===== config.mk =====
export PLATFORM = sky130hd
export DESIGN_NAME = page_assembler
export DESIGN_NICKNAME = d
export VERILOG_FILES = /design/src/rtl/eeprom_pkg.sv /design/src/rtl/page_timer.sv /design/src/rtl/page_assembler.sv
export SDC_FILE = /design/constraint.sdc
export NUM_CORES = 1
export LEC_CHECK = 0
export BUFFER_PORTS_ARGS = -buffer_cell sky130_fd_sc_hd__buf_2
export CELL_PAD_IN_SITES_DETAIL_PLACEMENT = 0
export CELL_PAD_IN_SITES_GLOBAL_PLACEMENT = 1
export CORE_MARGIN = 5
export CORE_UTILIZATION = 25
export DETAILED_ROUTE_END_ITERATION = 8
export PLACE_DENSITY = 0.63
export SYNTH_ARGS = -nofsm -noshare
export SYNTH_HDL_FRONTEND = slang
export SYNTH_SLANG_ARGS = --single-unit

===== constraint.sdc =====
create_clock -name clk -period 3.77 [get_ports clk]
set_clock_uncertainty 0.05 [all_clocks]
set_input_delay 0.754 -clock clk [delete_from_list [all_inputs] [get_ports clk]]
set_output_delay 0.754 -clock clk [all_outputs]
set_load 0.02 [all_outputs]

===== src/rtl/eeprom_pkg.sv =====
// rtl/eeprom_pkg.sv - shared EEPROM page geometry, timing defaults, state encoding
package eeprom_pkg;

    localparam int         PAGE_BYTES = 64;
    localparam int         ADDR_WIDTH = 15;
    localparam int         TWR_CYCLES = 250000;
    localparam logic [7:0] PAD_BYTE   = 8'hFF;

    typedef enum logic [2:0] {
        ST_FILL,
        ST_ISSUE,
        ST_GUARD,
        ST_BUSY,
        ST_TWR,
        ST_FULL
    } state_e;

    // Mirror a byte so bit 7 lands in bit 0 (MSB-first presentation on the bus)
    function automatic logic [7:0] reverse_byte(input logic [7:0] b);
        logic [7:0] r;
        for (int i = 0; i < 8; i++) begin
            r[i] = b[7-i];
        end
        return r;
    endfunction

endpackage


===== src/rtl/page_timer.sv =====
// rtl/page_timer.sv - loadable down-counter with zero flag for guard and write-time waits
module page_timer #(
    parameter int WIDTH = 18
) (
    input  logic             clk,
    input  logic             rst_n,
    input  logic             load_i,
    input  logic [WIDTH-1:0] load_val_i,
    output logic             zero_o
);

    logic [WIDTH-1:0] cnt_q;

    // Load takes priority; otherwise count down and park at zero
    always_ff @(posedge clk or negedge rst_n) begin
        if (!rst_n) begin
            cnt_q <= '0;
        end else if (load_i) begin
            cnt_q <= load_val_i;
        end else if (cnt_q != '0) begin
            cnt_q <= cnt_q - 1'b1;
        end
    end

    assign zero_o = (cnt_q == '0);

endmodule


===== src/rtl/page_assembler.sv =====
// rtl/page_assembler.sv - packs sampled bytes into EEPROM pages and sequences page writes (option: PAGE_ASM_MSB_FIRST_EN)
module page_assembler #(
    parameter int                    PAGE_BYTES   = eeprom_pkg::PAGE_BYTES,
    parameter int                    ADDR_WIDTH   = eeprom_pkg::ADDR_WIDTH,
    parameter logic [ADDR_WIDTH-1:0] START_ADDR   = '0,
    parameter int                    GUARD_CYCLES = 256,
    parameter int                    TWR_CYCLES   = eeprom_pkg::TWR_CYCLES,
    parameter bit                    WRAP         = 1'b0,
    parameter logic [7:0]            PAD_BYTE     = eeprom_pkg::PAD_BYTE
) (
    input  logic                    clk,
    input  logic                    rst,
    input  logic [7:0]              sample_data,
    input  logic                    sample_valid,
    output logic                    sample_ready,
    input  logic                    flush,
    output logic [PAGE_BYTES*8-1:0] write_data,
    output logic [ADDR_WIDTH-1:0]   address,
    output logic                    enable,
    input  logic                    done,
    output logic                    mem_full,
    output logic [9:0]              pages_written
);

    import eeprom_pkg::*;

    localparam int CW   = $clog2(PAGE_BYTES + 1);
    localparam int TMAX = (GUARD_CYCLES > TWR_CYCLES) ? GUARD_CYCLES : TWR_CYCLES;
    localparam int TW   = $clog2(TMAX + 1);

    state_e                  state_q;
    logic [CW-1:0]           byte_cnt_q;
    logic [PAGE_BYTES*8-1:0] page_q, page_d;
    logic [ADDR_WIDTH-1:0]   addr_q;
    logic [ADDR_WIDTH:0]     addr_next;
    logic                    sample_ready_q, enable_q, mem_full_q;
    logic [9:0]              pages_q;

    logic                    accept, flush_go;
    logic [CW-1:0]           cnt_after;
    logic [7:0]              store_byte;
    logic                    tmr_load, tmr_zero;
    logic [TW-1:0]           tmr_val;

    assign accept    = (state_q == ST_FILL) && sample_valid && sample_ready_q;
    assign cnt_after = byte_cnt_q + CW'(accept);
    // A same-cycle byte counts toward the page before padding starts
    assign flush_go  = (state_q == ST_FILL) && flush && (cnt_after != '0);
    assign addr_next = {1'b0, addr_q} + (ADDR_WIDTH+1)'(PAGE_BYTES);

`ifdef PAGE_ASM_MSB_FIRST_EN
    assign store_byte = reverse_byte(sample_data);
`else
    assign store_byte = sample_data;
`endif

    // Next page image: store the accepted byte, then pad the tail on flush
    always_comb begin
        page_d = page_q;
        for (int k = 0; k < PAGE_BYTES; k++) begin
            if (accept && (byte_cnt_q == CW'(k))) begin
                page_d[8*k +: 8] = store_byte;
            end else if (flush_go && (CW'(k) >= cnt_after)) begin
                page_d[8*k +: 8] = PAD_BYTE;
            end
        end
    end

    // One timer serves both waits: armed in ISSUE for the guard, on done for tWR
    assign tmr_load = (state_q == ST_ISSUE) || ((state_q == ST_BUSY) && done);
    assign tmr_val  = (state_q == ST_ISSUE) ? TW'(GUARD_CYCLES - 1) : TW'(TWR_CYCLES - 1);

    page_timer #(.WIDTH(TW)) u_timer (
        .clk        (clk),
        .rst_n      (rst),
        .load_i     (tmr_load),
        .load_val_i (tmr_val),
        .zero_o     (tmr_zero)
    );

    // Page sequencing FSM with registered outputs
    always_ff @(posedge clk or negedge rst) begin
        if (!rst) begin
            state_q        <= ST_FILL;
            byte_cnt_q     <= '0;
            page_q         <= '0;
            addr_q         <= START_ADDR;
            sample_ready_q <= 1'b0;
            enable_q       <= 1'b0;
            mem_full_q     <= 1'b0;
            pages_q        <= '0;
        end else begin
            enable_q <= 1'b0;
            case (state_q)
                ST_FILL: begin
                    sample_ready_q <= 1'b1;
                    page_q         <= page_d;
                    if (accept) begin
                        byte_cnt_q <= cnt_after;
                    end
                    if (flush_go || (cnt_after == CW'(PAGE_BYTES))) begin
                        state_q        <= ST_ISSUE;
                        sample_ready_q <= 1'b0;
                        enable_q       <= 1'b1;
                    end
                end
                ST_ISSUE: state_q <= ST_GUARD;
                ST_GUARD: if (tmr_zero) state_q <= ST_BUSY;
                ST_BUSY:  if (done) state_q <= ST_TWR;
                ST_TWR: begin
                    if (tmr_zero) begin
                        if (pages_q != 10'h3FF) begin
                            pages_q <= pages_q + 10'd1;
                        end
                        byte_cnt_q <= '0;
                        if (addr_next[ADDR_WIDTH] && !WRAP) begin
                            addr_q     <= addr_next[ADDR_WIDTH-1:0];
                            state_q    <= ST_FULL;
                            mem_full_q <= 1'b1;
                        end else begin
                            addr_q         <= addr_next[ADDR_WIDTH] ? START_ADDR
                                                                    : addr_next[ADDR_WIDTH-1:0];
                            state_q        <= ST_FILL;
                            sample_ready_q <= 1'b1;
                        end
                    end
                end
                ST_FULL: begin
                    sample_ready_q <= 1'b0;
                    mem_full_q     <= 1'b1;
                end
                default: state_q <= ST_FILL;
            endcase
        end
    end

    assign sample_ready  = sample_ready_q;
    assign write_data    = page_q;
    assign address       = addr_q;
    assign enable        = enable_q;
    assign mem_full      = mem_full_q;
    assign pages_written = pages_q;

endmodule


; Yosys cells after proc, flatten, opt, wreduce, memory -nomap -nowiden
; Index checks and enable logic that the tools add are counted.
[totals]
ff_bits = 568
elab_cells = 645
out_inout_bits = 540
inputBits = 13
[classes]
muxes = 149
eq_ne = 77
n_lt_le_gt_ge = 64
n_bitwise = 1
addsub = 4
n_reduce_logical = 278
[op_table]
columns = op, count
row1 = $mux W8, 128
row2 = $eq A7 B6 Y1 const B, 32
row3 = $ge A6 B7 Y1 const A, 32
row4 = $reduce_bool A2 Y1, 67
row5 = $logic_and A1 B1 Y1, 133
row6 = $reduce_and A2 Y1, 65
row7 = $eq A7 B5 Y1 const B, 16
row8 = $ge A5 B7 Y1 const A, 16
row9 = $eq A7 B4 Y1 const B, 8
row10 = $ge A4 B7 Y1 const A, 8
row11 = $mux W18, 3
row12 = $eq A7 B3 Y1 const B, 4
row13 = $ge A3 B7 Y1 const A, 4
row14 = $logic_not A18 Y1, 1
row15 = $pmux W3 S6, 1
row16 = $reduce_bool A18 Y1, 1
row17 = $sub A18 B1 Y18 const B, 1
row18 = $add A15 B7 Y16 const B, 1
row19 = $mux W3, 5
row20 = $eq A7 B2 Y1 const B, 2
row21 = $ge A1 B7 Y1 const A, 2
row22 = $ge A2 B7 Y1 const A, 2
row23 = $mux W7, 2
row24 = $pmux W7 S2, 1
row25 = 21 further kinds, 38

; Depth between registers and ports, before layout
[logic_depth]
depth_word = 9
ltp_mapped = 15
mapped_depth_nobuf = 11

; Hierarchy
; From an unflattened synthesis, not the netlist that was laid out.
[unflattened]
cells_unflattened = 2105
area_unflattened_um2 = 23515.1
[modules_own_cells]
columns = mod, seq_area_each_um2, n_inst, cells_each, area_each_um2
row1 = page_assembler, 13613.1, 1, 1995, 22434.0
row2 = page_timer, 450.4, 1, 110, 1081.0

; Least setup slack after synthesis
; Ideal clock, no wire load.
[synth_path]
kind = in2reg
startpoint = input sample_valid
endpoint = register state_q[0]
required_ps = 3594
setup_ps = 126
arrival_time_ps = 3926
slack_ps = -332
path_stages = 13
path_buffers = 3
cell_sequence = and2_1 -> nand2_1 -> clkbuf_1 -> inv_1 -> ha_1 -> ha_1 -> clkbuf_2 -> or4_4 -> o22ai_2 -> or4b_1 -> buf_2 -> o311a_4 -> a221o_1
[synth_via]
elab_chain_cells = 8
word_cells_on_any_way = 9
cone_classes = 1 x add/sub / 2 x eq/ne / 6 x reduce/logical
[synth_lines]
columns = element, line
row1 = from (decl), page_assembler.sv:14  ; input logic sample_valid,
row2 = $logic_and A1 B1 Y1 * (2 in a row), page_assembler.sv:45  ; assign accept = (state_q == ST_FILL) && sample_valid && sample_ready_q;
row3 = $add A7 B1 Y7 *, page_assembler.sv:46  ; assign cnt_after = byte_cnt_q + CW'(accept);
row4 = $reduce_bool A7 Y1, page_assembler.sv:48  ; assign flush_go = (state_q == ST_FILL) && flush && (cnt_after != '0);
row5 = $logic_and A1 B1 Y1, page_assembler.sv:48
row6 = $logic_or A1 B1 Y1 *, page_assembler.sv:101  ; if (flush_go || (cnt_after == CW'(PAGE_BYTES))) begin
row7 = $ne A2 B1 Y1 (no line) *, -
row8 = $reduce_and A5 Y1 (no line) *, -
row9 = to (signal assigned), page_assembler.sv:102  ; state_q <= ST_ISSUE;
row10 = to (signal assigned), page_assembler.sv:107  ; ST_ISSUE: state_q <= ST_GUARD;
row11 = to (signal assigned), page_assembler.sv:108  ; ST_GUARD: if (tmr_zero) state_q <= ST_BUSY;
row12 = to (decl), page_assembler.sv:31  ; state_e state_q;
; Every way passes the cells marked *; elsewhere a longest branch is shown, timed or not.
; A chain may end at the register's enable or synchronous reset.

; Final worst setup path
[layout_path]
startpoint = register state_q[1]
endpoint = register page_q[459] (netlist: write_data[459])
[layout_via]
elab_chain_cells = 9
word_cells_on_any_way = 13
cone_classes = 1 x add/sub / 1 x order compare / 1 x mux / 10 x reduce/logical
[layout_lines]
columns = element, line
row1 = from (signal assigned), page_assembler.sv:84  ; state_q <= ST_FILL;
row2 = from (signal assigned), page_assembler.sv:102
row3 = from (signal assigned), page_assembler.sv:107
row4 = $logic_not A3 Y1 *, "page_assembler.sv:45, page_assembler.sv:48, page_assembler.sv:94"
row5 = "parallel branches: the longest is 8 deep, another holds $add A7 B1 Y7", -
row6 = to (signal assigned), page_assembler.sv:97  ; page_q <= page_d;
row7 = to (decl), page_assembler.sv:33  ; logic [PAGE_BYTES*8-1:0] page_q, page_d;
; Mark *: on every way between the ends.

==> summary.txt <==
Synth top area share: 63.8%
Setup Total Neg Slack: 0 ps
Die H: 307 microns
Post-layout util: 33.4%
Grt ovf: 0
Wire length per cell: 25.5 microns
Via count: 18100
Routed Wire Length: 91600 microns
H-tree depth: 3
RSZ-0062 raised after global routing: false
Initial Utilization: 25.3%
Post-synth top area cell: dfrtp_1
Finish-stage setup viols: 0
Max VDD drop: 0.547 mV
DRC viols: 0
Async SR Flop Fraction: 100%
Crit-path most repeated cell: nand2_4
Largest net degree at the start of global routing: 103
Initial antenna violation count: 3
Post-Syn Area: 22000 sq um
CORE AREA: 87200 sq um
Fmax: 0.288 GHz
Hold_buf cts: 0
Final Cycle Share: 92.3%
Critical Path RT: 4200 ps
Clock transition at path regs: 60 ps
First DRT Iteration DRCs: 1271
Critical path startpoint category: flop
Crit-path cells: nor3_4, nand2_4, inv_2, ha_2, ha_1, or4_4, o22ai_4, or4b_4, nand2_4, buf_12, o21ai_1, o22a_1
PostCTS Resize Cnt: 0
Layout cells sized above 1: 33.9%
CP arrival: 3900 ps
Hold Crit Class: in2async
Ranking of synthesized cells by area: dfrtp_1, o22a_1, nand2_1, nor2_1, nand3_1
CP max-delay cell: or4b_4
Clk buf depth: 3
Setup crit end kind: flop
Multi-input logic area: 7590 sq um
Vias in the first global route: 18900
Filler cells: 8814
Slew Limit Headroom: 32.3%
TritonCTS clock tree: built
Site Rows: 108
Commonest non-fill, non-tap cell in the layout: dfrtp_1
Drt pass-1 iters: 6
Main synth FF type: dfrtp_1
I/O Buffers: 546
Area growth, synth to finish: 32.0%
Library cells used by synthesis: 71
Power per Cell Area: 959 nW/um^2
Max incr delay on CP: 530 ps
Max_cap viols: 0
Most frequent cells in the layout: dfrtp_1, buf_2, o22a_1
Post-CTS Setup Bufs: 0
Synthesis-stage register bit count: 562
Flip-flop and latch area: 14100 sq um
Final HPWL DP: 66400 microns
Die footprint: 94200 sq um
First-pass GRT wire length: 132000 microns
CTS sink count: 562
GRT Total Usage: 18.7%
Slew @ Worst Pin: 1010 ps
Nets: 2398
YS warnings: 0
Gate Count Post-Synth: 1756
Min Tclk post-route: 3480 ps
Clk Latency, worst-skew pair: 600 ps
Max Fanout on Critical Path: 12
Seq/Total Area, Yosys: 63.8%
CTS root buffer: clkbuf_16
Final slew viol count: 0
Avg Cell Area, Syn: 12.5 sq um
Post-synth EDFFs: 0
Min Hold Slack: 115 ps
IO Pins: 553
WS Path Type: reg2reg
Chip width: 307 microns
CTS buffer count: 68
Via density: 5.04
Routed Antenna Nets: 0
Final Hold Viols: 0
Placer Congestion: 0.927
Status: finished, final reports clean
Placement Setup Slack: -10.7 ps
Setup ws final: 292 ps
Leakage power: 0.0108 uW
## cells by family (layout without fill, tap and decap cells)
family	count (synthesis)	in the layout	synth area share (%)
compound gates	600	600	22.7
other cells	1	7	0.0170
xor+xnor	40	40	1.59
simple gates	428	428	8.79
buf+inv	107	776	2.12
flops	562	562	63.8
mux	12	12	0.602
fa+ha+maj	6	6	0.341
## sequential cells by signal, indices dropped and copies added (netlist names)
name	count
address	9
byte_cnt_q	7
enable	1
mem_full	1
pages_written	10
sample_ready	1
state_q	3
u_timer.cnt_q	18
write_data	512
## path summary, 6_finish.rpt
path	cells past startpoint	to	start	slack (ps)
setup reg to reg	12	write_data[459]$_DFFE_PN0P_	state_q[1]$_DFFE_PN0P_	290
max in group asynchronous	3	write_data[368]$_DFFE_PN0P_	rst	2510
setup / recovery	12	write_data[459]$_DFFE_PN0P_	state_q[1]$_DFFE_PN0P_	290
hold reg to reg	1	mem_full$_DFFE_PN0P_	mem_full$_DFFE_PN0P_	420
hold / removal	1	write_data[347]$_DFFE_PN0P_	rst	120
min in group clk	1	mem_full$_DFFE_PN0P_	mem_full$_DFFE_PN0P_	420
## report_power, final
group	total (uW)	switching [uW]	internal (uW)	leakage, uW
clock network	6610	2660	3950	0.00111
registers	10200	1610	8570	0.00552
logic	11100	7180	3920	0.00415
total	27900	11500	16400	0.0108
## area by class of cell
| type | instances | share of cell area [%] |
|---|---|---|
| flip-flops and latches | 562 | 48.4 |
| multi-input cells | 1092 | 26.1 |
| repair buffers | 646 | 12.6 |
| clock buffers | 90 | 6.41 |
| well taps | 1155 | 4.97 |
| clock inverters | 31 | 1.41 |
| inverters | 9 | 0.116 |
| diodes | 1 | 0.00860 |
## Yosys cell counts (all sizes together), types with 2 or more instances
cell / n
mux2i: 2
nand3: 55
nand4: 7
a211oi: 3
or3: 2
mux2: 10
nand4b: 4
o311ai: 3
o22a: 456
buf: 29
o21ai: 54
o211ai: 2
and4: 2
or4: 2
nand2b: 9
and2: 5
clkbuf: 69
nor4: 14
o21a: 4
and3b: 2
xnor2: 23
o311a: 2
a21oi: 53
nor3: 24
nand2: 143
o22ai: 6
inv: 9
and3: 6
o31ai: 4
dfrtp: 562
ha: 6
or2: 3
nor2: 141
xor2: 17
nand3b: 6
## per-stage QoR
step	cell area, sq um	instances	total power [uW]
after detailed placement	26800	3464	21500
after floorplan	22100	1761	16400
after global routing	29100	3585	29300
after CTS	29100	3585	28200
final	29100	3586	27900
after global placement	26800	3464	21200
## critical path: cells and delay by family (launching register included)
kind            cells  cell delay [ps]
buf+inv             2              220
simple gates        5             1500
compound gates      3              670
fa+ha+maj           2              430
flops               1              450
## per-layer routing
metal,routed length [microns],GRT usage (%),part of all wire (%)
met3,5780,4.30,6.3
met2,46300,32.9,51
met1,36700,22.8,40
met4,2820,6.17,3.1
met5,21,0,0.023
Power figures use the tool's default switching activity.
